[src/rtl/bist_pkg.sv]
// Shared types and helpers for the BIST session controller.
package bist_pkg;

  localparam int DEFAULT_SIG_WIDTH = 4;

  typedef enum logic [2:0] {
    IDLE,
    INIT,
    RUN,
    FLUSH,
    COMPARE,
    DONE
  } bist_state_t;

  // Wide enough for the pattern count plus the deepest CUT latency.
  function automatic int cntWidth(input int patternCount);
    return $clog2(patternCount + 8);
  endfunction

endpackage

[src/rtl/bist_cycle_counter.sv]
// Loadable down-counter; holds at zero so the terminal count stays asserted.
module bist_cycle_counter #(
  parameter int WIDTH = 4
) (
  input  logic             clock,
  input  logic             reset,
  input  logic             load,
  input  logic             en,
  input  logic [WIDTH-1:0] loadValue,
  output logic [WIDTH-1:0] count,
  output logic             terminal
);

  logic [WIDTH-1:0] countReg;

  always_ff @(posedge clock) begin
    if (reset) begin
      countReg <= '0;
    end else if (load) begin
      countReg <= loadValue;
    end else if (en && !terminal) begin
      countReg <= countReg - 1'b1;
    end
  end

  assign count    = countReg;
  assign terminal = (countReg == '0);

endmodule

[src/rtl/bist_sequencer.sv]
// Session controller for TPG -> CUT -> MISR self-test: clear, run patterns,
// flush CUT latency, compare the MISR signature against the golden value.
module bist_sequencer
  import bist_pkg::*;
#(
  parameter int                   PATTERN_COUNT = 15,
  parameter int                   CUT_LATENCY   = 0,
  parameter int                   SIG_WIDTH     = DEFAULT_SIG_WIDTH,
  parameter logic [SIG_WIDTH-1:0] GOLDEN_SIG    = SIG_WIDTH'(4'hA)
) (
  input  logic                 clock,
  input  logic                 reset,
  input  logic                 start,
  input  logic                 abort,
  input  logic [SIG_WIDTH-1:0] misr_sig,
  output logic                 test_mode,
  output logic                 tpg_clear,
  output logic                 tpg_en,
  output logic                 misr_en,
  output logic                 busy,
  output logic                 done,
  output logic                 pass,
  output logic                 fail,
  output logic [SIG_WIDTH-1:0] signature
);

  localparam int CW = cntWidth(PATTERN_COUNT);
  localparam logic [CW-1:0] RUN_LOAD   = CW'(PATTERN_COUNT - 1);
  localparam logic [CW-1:0] FLUSH_LOAD = CW'((CUT_LATENCY > 0) ? CUT_LATENCY - 1 : 0);

  bist_state_t stateReg, stateNext;

  logic          cntLoad;
  logic          cntEn;
  logic [CW-1:0] cntLoadValue;
  logic [CW-1:0] cntValue;
  logic          cntTerminal;
  logic          sessionActive;

  logic                 passReg, failReg;
  logic [SIG_WIDTH-1:0] sigReg;

  bist_cycle_counter #(
    .WIDTH(CW)
  ) cycleCounter (
    .clock    (clock),
    .reset    (reset),
    .load     (cntLoad),
    .en       (cntEn),
    .loadValue(cntLoadValue),
    .count    (cntValue),
    .terminal (cntTerminal)
  );

  always_ff @(posedge clock) begin
    if (reset) begin
      stateReg <= IDLE;
    end else begin
      stateReg <= stateNext;
    end
  end

  assign sessionActive = (stateReg == INIT) || (stateReg == RUN) ||
                         (stateReg == FLUSH) || (stateReg == COMPARE);

  always_comb begin
    stateNext = stateReg;
    case (stateReg)
      IDLE:    if (start) stateNext = INIT;
      INIT:    stateNext = abort ? IDLE : RUN;
      RUN: begin
        if (abort) begin
          stateNext = IDLE;
        end else if (cntTerminal) begin
          stateNext = (CUT_LATENCY > 0) ? FLUSH : COMPARE;
        end
      end
      FLUSH: begin
        if (abort) begin
          stateNext = IDLE;
        end else if (cntTerminal) begin
          stateNext = COMPARE;
        end
      end
      COMPARE: stateNext = abort ? IDLE : DONE;
      DONE:    if (start) stateNext = INIT;
      default: stateNext = IDLE;
    endcase
  end

  // The counter is reloaded on every state entry; only RUN and FLUSH use it.
  always_comb begin
    cntLoad      = (stateNext != stateReg);
    cntEn        = (stateReg == RUN) || (stateReg == FLUSH);
    cntLoadValue = '0;
    if (stateNext == RUN) begin
      cntLoadValue = RUN_LOAD;
    end else if (stateNext == FLUSH) begin
      cntLoadValue = FLUSH_LOAD;
    end
  end

  always_comb begin
    test_mode = 1'b0;
    tpg_clear = 1'b0;
    tpg_en    = 1'b0;
    misr_en   = 1'b0;
    busy      = 1'b0;
    done      = 1'b0;
    case (stateReg)
      INIT: begin
        test_mode = 1'b1;
        tpg_clear = 1'b1;
        busy      = 1'b1;
      end
      RUN: begin
        test_mode = 1'b1;
        tpg_en    = 1'b1;
        busy      = 1'b1;
        // RUN index = PATTERN_COUNT-1-count; capture starts once the CUT pipe is full.
        misr_en   = (int'(cntValue) + CUT_LATENCY) <= (PATTERN_COUNT - 1);
      end
      FLUSH: begin
        test_mode = 1'b1;
        misr_en   = 1'b1;
        busy      = 1'b1;
      end
      COMPARE: begin
        test_mode = 1'b1;
        busy      = 1'b1;
      end
      DONE:    done = 1'b1;
      default: ;
    endcase
  end

  always_ff @(posedge clock) begin
    if (reset) begin
      passReg <= 1'b0;
      failReg <= 1'b0;
      sigReg  <= '0;
    end else if (abort && sessionActive) begin
      passReg <= 1'b0;
      failReg <= 1'b0;
      sigReg  <= '0;
    end else if (stateReg == COMPARE) begin
      sigReg  <= misr_sig;
      passReg <= (misr_sig == GOLDEN_SIG);
      failReg <= (misr_sig != GOLDEN_SIG);
    end else if ((stateNext == INIT) && (stateReg != INIT)) begin
      passReg <= 1'b0;
      failReg <= 1'b0;
    end
  end

  assign pass      = passReg;
  assign fail      = failReg;
  assign signature = sigReg;

endmodule

[config.mk]
export PLATFORM = sky130hd
export DESIGN_NAME = bist_sequencer
export DESIGN_NICKNAME = d
export VERILOG_FILES = /design/src/rtl/bist_pkg.sv /design/src/rtl/bist_cycle_counter.sv /design/src/rtl/bist_sequencer.sv
export SDC_FILE = /design/constraint.sdc
export NUM_CORES = 1
export LEC_CHECK = 0
export BUFFER_PORTS_ARGS = -buffer_cell sky130_fd_sc_hd__clkbuf_2
export CORE_ASPECT_RATIO = 0.6
export CORE_UTILIZATION = 30
export CTS_CLUSTER_DIAMETER = 120
export DETAILED_ROUTE_END_ITERATION = 16
export SETUP_SLACK_MARGIN = 0.02
export SYNTH_ARGS = -nofsm -noshare
export SYNTH_HDL_FRONTEND = slang
export SYNTH_HIERARCHICAL = 1
export SYNTH_SLANG_ARGS = --single-unit
export TNS_END_PERCENT = 10
[constraint.sdc]
create_clock -name clock -period 2.62 [get_ports clock]
set_clock_uncertainty 0.05 [all_clocks]
set_input_delay 0.393 -clock clock [delete_from_list [all_inputs] [get_ports clock]]
set_output_delay 0.393 -clock clock [all_outputs]
set_load 0.005 [all_outputs]
==> results.json <==
{
  "status": "finished, violations left",
  "violations": "DRC",
  "yosysWarnings": 6,
  "cts_buffer_depth": 2,
  "grtUsageMet3": 0.0349,
  "drt-wirelength-per-cell_um": 12.4,
  "regToRegSetupSlack_ns": 0.25,
  "areaGrowthSynthToFinish_pct": 19.8,
  "synth_flop_cell": "dfxtp_1",
  "critPathRequiredTime_ns": 2.71,
  "crit_arrival_ns": 2.45,
  "synth_edf_count": 0,
  "fin_crit_sh": 0.903,
  "syn_area_um2": 865,
  "cts_setup_buffers": 0,
  "drtIter0Drc": 95,
  "avgViaCountPerCell": 5.26,
  "cts-htree-levels": 1,
  "coreArea_mm2": 0.00261,
  "ios": 20,
  "row_count": 14,
  "use_met1": 0.205,
  "ys_types": 38,
  "hold_buffers": 0,
  "async_flop_share": 0,
  "die-area_mm2": 0.00311,
  "numPortBuffers": 19,
  "post_dp_cell_area_um2": 981,
  "initial_core_util": 0.331,
  "setup_violations": 0,
  "slew_viol_final": 0,
  "p_per_area_mw_per_mm2": 525,
  "vdd.ir_drop.worst_v": 0.000240,
  "hold_viol_final": 0,
  "grt_pass1_vias": 712,
  "antenna_found_initial": 0,
  "ys_seq_area_frac": 0.324,
  "grt_overflow": 0,
  "final_layout_size_suffix_gt1_frac": 0.238,
  "grt_max_degree": 18,
  "syn_inst": 106,
  "worstSetupEndpointType": "flip-flop",
  "dpl.hpwl_um": 1440,
  "avgSynthCellArea_um2": 8.16,
  "antenna_left": 0,
  "die_w_um": 71.3,
  "synth_area_leaders": "dfxtp_1 32%, nor2_1 6.5%, mux2i_1 4.6%",
  "drc": 1,
  "maxCapViolCount": 0,
  "cts_resized": 0,
  "path_max_fanout": 9,
  "relSlewSlack": 0.648,
  "clkTransAtPathRegs_ns": 0.06,
  "grtUsageMet2": 0.189,
  "r2r_cells": 10,
  "drtPass1Iterations": 10,
  "fin_area_mm2": 0.00104,
  "grt-busiest-layer": "met1",
  "min_path_type": "in -> reg",
  "cts_tree": "done",
  "hold_start": "misr_sig[0]",
  "leakage_nw": 0.413,
  "cts_sinks": 14,
  "final_net_count": 136,
  "worst_pin_slew_ns": 0.526,
  "max_freq_mhz": 423,
  "hold_end": "signature[0]",
  "die_h_um": 43.6,
  "period_minus_slack_ns": 2.37,
  "regToRegEndpoint": "cycleCounter/count[1]",
  "netlist.area_leader.share": 0.324,
  "gp_congestion": 0.854,
  "grt_pass1_wl_um": 3300,
  "r2r-start": "cycleCounter/count[0]",
  "holdPathStages": 3,
  "vias": 831,
  "wl_um": 1960,
  "worstSetupStartpointType": "flip-flop",
  "final.setup.tns_ns": 0,
  "clock_latency_ns": 0.25,
  "n_antenna_cell": 0,
  "cts_buffers": 3,
  "grt_setup_unrepaired": "no",
  "crit_type": "reg -> reg",
  "cts_root_buf": "clkbuf_8",
  "ys_seq_elements": 14,
  "yosysTopAreaCell": "dfxtp_1",
  "grt_usage": 0.137
}
==> layer usage <==
layer	share of wire	up-vias	wire, um
li1	-	423	-
met1	0.49	385	960
met2	0.45	20	880
met3	0.055	3	108
met4	0.0056	0	11
met5	0	-	0
==> logic make-up (layout without fill, tap and decap cells) <==
group,Yosys count,after routing,synth area share
buf+inv,13,32,0.0738
other cells,1,2,0.00434
simple gates,45,45,0.289
flops,14,14,0.324
fa+ha+maj,1,1,0.0145
compound gates,28,28,0.247
mux,4,4,0.0463
==> placed cells by master (no fill, tap or decap) <==
cell type   n
a211oi_1    1
ha_1        1
a31o_2      1
a2bb2oi_1   1
nor2b_1     5
nand3_1     1
or3_1       2
o311ai_0    1
a31oi_1     2
buf_4       2
clkbuf_2   19
conb_1      2
a311o_1     1
inv_1       7
nor3b_2     1
a21oi_1     6
and3_4      1
and2_1      2
nor2_1     15
nor4bb_1    1
a21o_1      1
clkbuf_8    4
a2111oi_4   1
nor3_1      4
nand3b_1    2
a41oi_1     1
or4b_1      1
a311oi_1    2
a221oi_1    1
o21ai_0     7
o211ai_1    1
nand2_1     5
a2111oi_2   1
dfxtp_1    14
nand2b_1    2
nor3b_1     3
mux2i_1     4
==> metrics by stage <==
step                      worst slack [ns]  total power [mW]   util  hold WS (ns)  instances
after CTS                            0.277             0.549  0.397         0.345        158
after detailed placement             0.296             0.333  0.376         0.438        154
final                                0.254             0.544  0.397         0.352        158
after global placement               0.339             0.332  0.376         0.424        154
after global routing                 0.154             0.571  0.397         0.356        158
after floorplan                      0.133             0.307      -         0.412        107
==> cell type report <==
cell class              count  area (um^2)
clock buffers               4         55.1
fillers                   285         1570
inverters                   7         26.3
multi-input cells          80          524
flip-flops and latches     14          280
well taps                  32         40.0
repair buffers             21          110
==> critical path: stages (launching register included) <==
cell and delay [ns]:
dfxtp_1 0.32, inv_1 0.11, ha_1 0.17, or4b_1 0.45, inv_1 0.14, nor2_1 0.06
a21oi_1 0.15, a2bb2oi_1 0.19, buf_4 0.19, nor3_1 0.07, a311o_1 0.35
==> synth_stat cells (2+ instances only) <==
master and instances:
nand3b_1 2, nor3_1 4, nor3b_1 3, buf_2 3
inv_1 7, a311oi_1 2, nand2_1 5, mux2i_1 4
o21ai_0 7, nor2b_1 5, a31oi_1 2, dfxtp_1 14
or3_1 2, nand2b_1 2, a21oi_1 6, nor2_1 15
and2_1 2
==> worst max path at each step <==
stage	start	endpoint	slack [ns]	cells after the start
finish	cycleCounter/count[0]	cycleCounter/count[1]	0.25	10
global route	cycleCounter/count[0]	cycleCounter/count[3]	0.15	10
CTS	cycleCounter/count[0]	cycleCounter/count[1]	0.28	10
detailed placement	cycleCounter/count[0]	cycleCounter/count[1]	0.30	10
global placement	cycleCounter/count[0]	cycleCounter/count[1]	0.34	10
floorplan	cycleCounter/count[1]	cycleCounter/count[1]	0.13	11
==> registers in the layout, indices dropped and copies added, names as in the netlist <==
register            flops
pass                    1
signature               4
cycleCounter/count      5
stateReg                3
fail                    1
==> where the power goes <==
part / leakage [nW] / internal, mW / switching [mW] / total, mW
clock: 0.0288 / 0.133 / 0.0798 / 0.213
sequential: 0.114 / 0.221 / 0.0141 / 0.235
combinational: 0.270 / 0.0412 / 0.0540 / 0.0952
total: 0.413 / 0.396 / 0.148 / 0.544
(Power assumes the default switching activity.)
